<file path="src/rtl/iomem_timer_pkg.sv">
// Shared definitions for the iomem timer/compare peripheral.
// Holds register offsets, CTRL/STATUS bit positions and the byte-merge helper.
package iomem_timer_pkg;

  localparam logic [7:0] TMR_CTRL     = 8'h00;
  localparam logic [7:0] TMR_PRESCALE = 8'h04;
  localparam logic [7:0] TMR_COUNT    = 8'h08;
  localparam logic [7:0] TMR_COMPARE  = 8'h0C;
  localparam logic [7:0] TMR_STATUS   = 8'h10;

  localparam int unsigned CTRL_ENABLE      = 0;
  localparam int unsigned CTRL_AUTO_RELOAD = 1;
  localparam int unsigned CTRL_IRQ_EN      = 2;
  localparam int unsigned CTRL_W           = 3;
  localparam int unsigned STATUS_PENDING   = 0;

  typedef enum logic [2:0] {
    REG_CTRL,
    REG_PRESCALE,
    REG_COUNT,
    REG_COMPARE,
    REG_STATUS,
    REG_NONE
  } tmr_reg_e;

  function automatic tmr_reg_e decode_reg(input logic [7:0] off);
    case (off)
      TMR_CTRL:     return REG_CTRL;
      TMR_PRESCALE: return REG_PRESCALE;
      TMR_COUNT:    return REG_COUNT;
      TMR_COMPARE:  return REG_COMPARE;
      TMR_STATUS:   return REG_STATUS;
      default:      return REG_NONE;
    endcase
  endfunction

  function automatic logic [31:0] merge_bytes(input logic [31:0] old,
                                              input logic [31:0] wdata,
                                              input logic [3:0]  be);
    logic [31:0] res;
    res = old;
    for (int unsigned i = 0; i < 4; i++) begin
      if (be[i]) res[8*i +: 8] = wdata[8*i +: 8];
    end
    return res;
  endfunction

endpackage

</file>
<file path="src/rtl/iomem_timer_core.sv">
// Timer datapath: prescaler, 32-bit counter, compare match and sticky pending flag.
// Bus writes arrive as per-register enables plus the raw byte strobes.
module iomem_timer_core
  import iomem_timer_pkg::*;
#(
  parameter int unsigned PRESCALE_W = 16
) (
  input  logic                  clk,
  input  logic                  rst_i,
  input  logic                  we_ctrl_i,
  input  logic                  we_prescale_i,
  input  logic                  we_count_i,
  input  logic                  we_compare_i,
  input  logic                  we_status_i,
  input  logic [3:0]            wstrb_i,
  input  logic [31:0]           wdata_i,
  output logic [CTRL_W-1:0]     ctrl_o,
  output logic [PRESCALE_W-1:0] prescale_o,
  output logic [31:0]           count_o,
  output logic [31:0]           compare_o,
  output logic                  pending_o,
  output logic                  tick_o
);

  logic [CTRL_W-1:0]     ctrl_q, ctrl_d;
  logic [PRESCALE_W-1:0] prescale_q, prescale_d;
  logic [PRESCALE_W-1:0] psc_q, psc_d;
  logic [31:0]           count_q, count_d;
  logic [31:0]           compare_q, compare_d;
  logic                  pending_q, pending_d;
  logic                  tick, match;

  always_comb begin
    tick  = ctrl_q[CTRL_ENABLE] && (psc_q == prescale_q);
    match = tick && (count_q == compare_q);

    ctrl_d = (we_ctrl_i && wstrb_i[0]) ? wdata_i[CTRL_W-1:0] : ctrl_q;

    prescale_d = prescale_q;
    if (we_prescale_i) begin
      for (int unsigned i = 0; i < PRESCALE_W; i++) begin
        if (wstrb_i[i/8]) prescale_d[i] = wdata_i[i];
      end
    end

    compare_d = we_compare_i ? merge_bytes(compare_q, wdata_i, wstrb_i) : compare_q;

    // Reconfiguring restarts the prescale period so the next tick is a full period away.
    if (we_ctrl_i || we_prescale_i || !ctrl_q[CTRL_ENABLE] || tick) psc_d = '0;
    else                                                           psc_d = psc_q + 1'b1;

    if (we_count_i)                           count_d = merge_bytes(count_q, wdata_i, wstrb_i);
    else if (match && ctrl_q[CTRL_AUTO_RELOAD]) count_d = '0;
    else if (tick)                            count_d = count_q + 32'd1;
    else                                      count_d = count_q;

    if (match)                                                        pending_d = 1'b1;
    else if (we_status_i && wstrb_i[0] && wdata_i[STATUS_PENDING])    pending_d = 1'b0;
    else                                                              pending_d = pending_q;
  end

  always_ff @(posedge clk or posedge rst_i) begin
    if (rst_i) begin
      ctrl_q     <= '0;
      prescale_q <= '0;
      psc_q      <= '0;
      count_q    <= '0;
      compare_q  <= '0;
      pending_q  <= 1'b0;
    end else begin
      ctrl_q     <= ctrl_d;
      prescale_q <= prescale_d;
      psc_q      <= psc_d;
      count_q    <= count_d;
      compare_q  <= compare_d;
      pending_q  <= pending_d;
    end
  end

  assign ctrl_o     = ctrl_q;
  assign prescale_o = prescale_q;
  assign count_o    = count_q;
  assign compare_o  = compare_q;
  assign pending_o  = pending_q;
  assign tick_o     = tick;

endmodule

</file>
<file path="src/rtl/iomem_timer.sv">
// PicoSoC iomem responder wrapping the timer core: window decode, one-wait-state
// handshake, write routing and registered read mux.
module iomem_timer
  import iomem_timer_pkg::*;
#(
  parameter logic [31:0] BASE_ADDR  = 32'h0300_0000,
  parameter int unsigned PRESCALE_W = 16
) (
  input  logic        clk,
  input  logic        reset,
  input  logic        iomem_valid,
  output logic        iomem_ready,
  input  logic [3:0]  iomem_wstrb,
  input  logic [31:0] iomem_addr,
  input  logic [31:0] iomem_wdata,
  output logic [31:0] iomem_rdata,
  output logic        irq
);

  logic                  ready_q, ready_d;
  logic [31:0]           rdata_q, rdata_d;
  logic                  in_window, accept, wr;
  tmr_reg_e              sel;
  logic [31:0]           rd_mux;
  logic [CTRL_W-1:0]     ctrl;
  logic [PRESCALE_W-1:0] prescale;
  logic [31:0]           count, compare;
  logic                  pending;
  logic                  tick_unused;

  assign sel       = decode_reg(iomem_addr[7:0]);
  assign in_window = (iomem_addr[31:8] == BASE_ADDR[31:8]);
  // Blocking on ready_q keeps a still-held valid from being accepted twice.
  assign accept    = iomem_valid && in_window && !ready_q;
  assign wr        = accept && (|iomem_wstrb);

  iomem_timer_core #(
    .PRESCALE_W(PRESCALE_W)
  ) u_core (
    .clk          (clk),
    .rst_i        (reset),
    .we_ctrl_i    (wr && (sel == REG_CTRL)),
    .we_prescale_i(wr && (sel == REG_PRESCALE)),
    .we_count_i   (wr && (sel == REG_COUNT)),
    .we_compare_i (wr && (sel == REG_COMPARE)),
    .we_status_i  (wr && (sel == REG_STATUS)),
    .wstrb_i      (iomem_wstrb),
    .wdata_i      (iomem_wdata),
    .ctrl_o       (ctrl),
    .prescale_o   (prescale),
    .count_o      (count),
    .compare_o    (compare),
    .pending_o    (pending),
    .tick_o       (tick_unused)
  );

  always_comb begin
    rd_mux = '0;
    case (sel)
      REG_CTRL:     rd_mux = 32'(ctrl);
      REG_PRESCALE: rd_mux = 32'(prescale);
      REG_COUNT:    rd_mux = count;
      REG_COMPARE:  rd_mux = compare;
      REG_STATUS:   rd_mux = 32'(pending);
      default:      rd_mux = '0;
    endcase
  end

  always_comb begin
    ready_d = accept;
    rdata_d = accept ? rd_mux : '0;
  end

  always_ff @(posedge clk or posedge reset) begin
    if (reset) begin
      ready_q <= 1'b0;
      rdata_q <= '0;
    end else begin
      ready_q <= ready_d;
      rdata_q <= rdata_d;
    end
  end

  assign iomem_ready = ready_q;
  assign iomem_rdata = rdata_q;
  assign irq         = pending & ctrl[CTRL_IRQ_EN];

endmodule

</file>
<file path="config.mk">
export PLATFORM = sky130hd
export DESIGN_NAME = iomem_timer
export DESIGN_NICKNAME = d
export VERILOG_FILES = /design/src/rtl/iomem_timer_pkg.sv /design/src/rtl/iomem_timer_core.sv /design/src/rtl/iomem_timer.sv
export SDC_FILE = /design/constraint.sdc
export NUM_CORES = 1
export LEC_CHECK = 0
export ABC_AREA = 0
export CORE_MARGIN = 8
export CORE_UTILIZATION = 30
export CTS_CLUSTER_SIZE = 40
export DETAILED_ROUTE_END_ITERATION = 10
export GPL_TIMING_DRIVEN = 0
export PLACE_DENSITY = 0.46
export SLEW_MARGIN = 20
export SYNTH_ARGS = -nofsm -noshare
export SYNTH_HDL_FRONTEND = slang
export SYNTH_HIERARCHICAL = 1
export SYNTH_SLANG_ARGS = --single-unit
export TNS_END_PERCENT = 100
</file>
<file path="constraint.sdc">
create_clock -name clk -period 4.23 [get_ports clk]
set_clock_uncertainty 0.2 [all_clocks]
set_input_delay 1.0575 -clock clk [delete_from_list [all_inputs] [get_ports clk]]
set_output_delay 1.0575 -clock clk [all_outputs]
set_load 0.02 [all_outputs]
</file>
Word level (Yosys, flattened, before mapping)
Index checks and enable logic that the tools add are counted.

word-level totals
  bits in registers = 133
  input bits = 71
  output and inout bits = 34
  logic and storage cells = 80

cells by class
  add/subtract/negate cells = 2
  equal/unequal tests = 15
  multiplexer cells = 13
  bitwise gates (word level) = 1
  reductions and logical operators = 34

operators by type and width
  cell                                                    count
  one-hot mux 32 bit (5 select lines)                     1
  2-to-1 mux 32 bit                                       4
  adder 32 x 1 -> 32 bit (second input constant)          1
  equality test 32 bit                                    1
  2-to-1 mux 8 bit                                        4
  equality test 24 x 18 -> 1 bit (second input constant)  1
  AND reduction 2 bit                                     10
  adder 16 x 1 -> 16 bit (second input constant)          1
  equality test 16 bit                                    1
  equality test 8 x 4 -> 1 bit (second input constant)    2
  2-to-1 mux 16 bit                                       1
  one-hot mux 3 bit (5 select lines)                      1
  logical AND 1 bit                                       14
  equality test 8 x 3 -> 1 bit (second input constant)    1
  equality test 8 x 5 -> 1 bit (second input constant)    1
  logical NOT 8 bit                                       1
  inequality test 2 bit (second input constant)           4
  equality test 3 x 2 -> 1 bit (second input constant)    2
  OR reduction 4 bit                                      1
  equality test 3 x 1 -> 1 bit (second input constant)    1
  equality test 3 bit (second input constant)             1
  logical NOT 3 bit                                       1
  logical OR 1 bit                                        3
  nonzero test 3 bit                                      1
  4 further kinds                                         6

Depth between registers and ports, before layout
  depth after elaboration = 9
  depth in mapped cells = 13
  gate-level depth less buffers = 9

By module
The synthesis kept the hierarchy.

modules (own cells, without submodules)
  module            instances  cells each  area each (um2)  sequential area each (um2)
  iomem_timer_core  1          555         5522.8           2502.4
  iomem_timer       1          156         1726.7           825.8

Worst setup path after synthesis
Ideal clock, no wire load.

  kind = in2reg
  from = in iomem_addr[9]
  to = reg u_core.count_q[29], in the netlist u_core/count_o[29]
  setup time = 122 ps
  arrival = 3364 ps
  data required time = 3908 ps
  slack = 545 ps
  cell stages on the path = 12
  buffers on the path = 3
  path through = nor4_1 -> and4_2 -> nand4_4 -> buf_6 -> nor4_2 -> clkbuf_1 -> inv_1 -> and4_1 -> and2_1 -> buf_2 -> or2_2 -> a32o_1

on the way
  cells in the longest elaborated chain, start to end = 7
  elaborated cells on any way between the ends = 9
  classes of those cells = eq/ne: 2; mux: 1; reduce/logical: 6

RTL lines
  what                                                                                 line                    text
  start, declared                                                                      iomem_timer.sv:14       input logic [31:0] iomem_addr,
  equality test 24 x 18 -> 1 bit *                                                     iomem_timer.sv:32       assign in_window = (iomem_addr[31:8] == BASE_ADDR[31:8]);
  logical AND 1 bit * (2 in a row)                                                     iomem_timer.sv:34       assign accept = iomem_valid && in_window && !ready_q;
  logical AND 1 bit *                                                                  iomem_timer.sv:35       assign wr = accept && (|iomem_wstrb);
  logical AND 1 bit *                                                                  iomem_timer.sv:44       .we_count_i (wr && (sel == REG_COUNT)),
  inequality test 2 bit (no source line) / nonzero test 3 bit (equally long branches)  -
  AND reduction 2 bit (no source line)                                                 -
  end signal, assigned                                                                 iomem_timer_core.sv:74  count_q <= count_d;
  end, declared                                                                        iomem_timer_core.sv:28  logic [31:0] count_q, count_d;

Every way passes the cells marked *; elsewhere a longest branch is shown, timed or not.
A chain may end at the register's enable or synchronous reset.

Worst setup path after layout
  from = in iomem_addr[12]
  to = reg u_core.count_q[14], in the netlist u_core/count_o[14]

Same word-level chain as after synthesis.

==> out/results.tsv <==
metric	value	unit
dr.first_iter.drc_count	440	
antenna_found_initial	0	
chipHeight	171	µm
dpl.cell_count	1141	
end_kind	flip-flop	
grt_use_total	17.8	%
max_freq	249	MHz
synth_cell_type_count	62	
final_common_cell	dfrtp_1	
p_sw_share	22.7	%
criticalPathCategory	input port to flip-flop	
combPwrFrac	5.5	%
crit_slowest_cell	clkdlybuf4s50_1	
ctsHoldBuffers	0	
grt_first_pass_wirelength	39000	µm
syn-cell-area	7250	µm²
synth_fp_nets	784	
cts.sinks	133	
ys_warn_count	6	
synth_cells	711	
avgViaCountPerCell	5.25	
gp_congestion	0.865	
final_cell_mix	dfrtp_1 (133), clkdlybuf4s50_1 (104), mux2_2 (66)	
clkPwrFrac	50.3	%
htree_levels	4	
dr.pass1.iters	6	
path_clk_slew	60	ps
setup.worst_path.start_class	input port	
hold_end	u_core/compare_o[8]	
maxCapViolCount	0	
detail_route.wl_per_cell	21.8	µm
worst_pin_slew	882	ps
p_leak	3.89	nW
async_flop_share	100	%
setup-violations-final	0	
finalWirelength	25500	µm
finalMaxSlewViolations	0	
ant_nets	0	
hp-class	flip-flop to flip-flop	
cts_made_buffers	17	
min_from	u_core/compare_o[8]	
cp_slowest_stage_delay	420	ps
avgSynthCellArea	10.2	µm²
grt_pass1_vias	6454	
min_period	4010	ps
max_slew_margin	40.6	%
clk_latency	430	ps
fin_crit_sh	94.8	%
cp_num_cells	14	
cts_tree	built	
area_growth	28.8	%
reg2regPathDepth	13	
cp.arrival	4110	ps
dieArea	29400	µm²
nFillCells	2386	
fin_area	9340	µm²
pwr_density_cell	309	nW/µm²
core-area	24000	µm²
drive_above_1_share	16.4	%
vias	6156	
cts_root_buffer	clkbuf_16	
cp_max_fo	10	
instances_no_fill	1172	
synth_edf_count	0	
ys_seq_area_share	45.9	%
utilization	38.8	%
die_w	171	µm
holdPathStages	1	
synth_flop_cell	dfrtp_1	
outcome	complete, no violations	
cp_top_family	buffers and inverters	
hold_viol	0	
p_int	0.00223	W
layout.nets	908	
r2r_start	iomem_ready	
path_buf_inv	6	
grt_overflow	0	
drc	0	
whs	357	ps
clk_path_buf_depth	2	
vdd_ir_drop_max	143	µV
r2r_slack	920	ps
rsz0062_at_grt	no	
dp_hpwl	19200	µm
antenna_cells	0	
ys_seq_elements	133	
seqPwrFrac	44.2	%
port_buffers	104	
start_util	30.2	%
switchingPower	0.000653	W
num_rows	57	
placed_area	8760	µm²
grt_max_degree	59	
io-pin-count	105	
cp_cell_sequence	clkdlybuf4s50_1 -> nor4_1 -> and4_2 -> nand4_4 -> buf_6 -> nor4_2 -> clkbuf_4 -> inv_1 -> and4_1 -> and2_1 -> buf_2 -> buf_4 -> a32oi_1 -> o21ai_0	
worst_ep_required_time	4330	ps
r2r-end	u_core/count_o[14]	
[through the flow]
step / TNS (ps) / total power, W / worst slack [ps]
finish: 0 / 0.00288 / 220
global route: 0 / 0.00298 / 24.9
CTS: 0 / 0.00292 / 123
detailed placement: -31830 / 0.00146 / -647
global placement: -183200 / 0.00145 / -1560
floorplan: 0 / 0.00135 / 354
[state kept, by name, summed over array words and instances (netlist names)]
signal,flops
u_core/prescale_o,16
u_core/ctrl_o,3
u_core/count_o,32
u_core/psc_q,16
u_core/pending_o,1
iomem_ready,1
u_core/compare_o,32
iomem_rdata,32
[synth_stat cells (2+ instances only)]
| cell | n | area (µm²) |
|---|---|---|
| dfrtp_1 | 133 | 3330 |
| mux2_2 | 66 | 743 |
| nor2_1 | 56 | 210 |
| xnor2_1 | 42 | 368 |
| nand2_1 | 38 | 143 |
| nand4_1 | 35 | 219 |
| inv_1 | 29 | 109 |
| nor3_1 | 27 | 135 |
| a21oi_1 | 22 | 110 |
| clkbuf_1 | 21 | 78.8 |
| nand3_1 | 20 | 100 |
| a22oi_1 | 17 | 128 |
| a31oi_1 | 16 | 100 |
| mux2i_1 | 16 | 160 |
| and3_1 | 15 | 93.8 |
| xor2_1 | 14 | 123 |
| o21ai_0 | 13 | 65.1 |
| buf_2 | 12 | 60.1 |
| nor4_1 | 12 | 75.1 |
| and2_1 | 11 | 68.8 |
| a32oi_1 | 8 | 70.1 |
| o211ai_1 | 8 | 60.1 |
| nor2b_1 | 6 | 37.5 |
| o22ai_1 | 6 | 37.5 |
| or3_1 | 6 | 37.5 |
| or2_2 | 5 | 31.3 |
| and4_1 | 4 | 35.0 |
| nand2b_1 | 4 | 25.0 |
| buf_6 | 3 | 33.8 |
| nor4b_1 | 3 | 26.3 |
| a2bb2oi_1 | 2 | 17.5 |
| a31o_2 | 2 | 17.5 |
| a32o_1 | 2 | 20.0 |
| a41oi_1 | 2 | 17.5 |
| buf_4 | 2 | 15.0 |
| ha_1 | 2 | 25.0 |
| mux4_2 | 2 | 45.0 |
| nand3b_1 | 2 | 15.0 |
| o21a_1 | 2 | 15.0 |
| o311ai_0 | 2 | 17.5 |
| o31ai_1 | 2 | 15.0 |
[area by class of cell]
type	count	area, µm²	area share (%)
clock inverters	10	106	1.14
repair buffers	106	1100	11.7
flip-flops and latches	133	3330	35.6
inverters	29	114	1.22
clock buffers	22	454	4.86
plain buffers	38	194	2.08
well taps	324	405	4.34
multi-input cells	510	3640	39.0
[repair_timing]
action                     in CTS  in global routing
pin swaps                       0                  0
setup endpoints to repair      49                 19
buffers inserted                0                  0
resized for setup               4                  5
[how the worst max path moves through the flow]
stage | slack, ps | to | from
after detailed placement | -650 | u_core/count_o[21] | iomem_addr[12]
after global routing | 20 | u_core/count_o[9] | iomem_addr[9]
after floorplan | 350 | u_core/compare_o[0] | reset
after global placement | -1560 | u_core/psc_q[8] | reset
final | 220 | u_core/count_o[14] | iomem_addr[12]
after CTS | 120 | u_core/count_o[25] | iomem_wstrb[1]
[worst reg2reg max path, stage by stage (launching register included)]
cell	delay, ps
dfrtp_1	380
nor4b_1	260
and3_2	270
nand4_4	140
buf_6	190
nor4_2	240
clkbuf_4	240
inv_1	100
and4_1	240
and2_1	190
buf_2	200
buf_4	230
a32oi_1	200
o21ai_0	110
[power groups by stage]
stage	Clock, W	Sequential, W	Combinational, W
floorplan	0	0.00130	0.0000498
global placement	0	0.00130	0.000155
detailed placement	0	0.00130	0.000163
CTS	0.00149	0.00127	0.000163
global route	0.00153	0.00127	0.000173
finish	0.00145	0.00127	0.000159
[cells by family after synthesis]
group                    synth area share, %
XOR/XNOR                                6.77
flip-flops                              45.9
AO/OA/AOI/OAI                           10.4
AND/OR/NAND/NOR                         19.3
adder cells (fa/ha/maj)                0.345
buffers and inverters                   4.14
multiplexers                            13.1
[routing by layer]
| metal | wire [µm] | global-route usage, % | up-vias |
|---|---|---|---|
| li1 | - | - | 2858 |
| met1 | 11300 | 22.4 | 3079 |
| met2 | 12500 | 29.7 | 187 |
| met3 | 1230 | 3.81 | 32 |
| met4 | 481 | 6.12 | 0 |
| met5 | 0 | 0 | - |
Power figures use the tool's default switching activity.
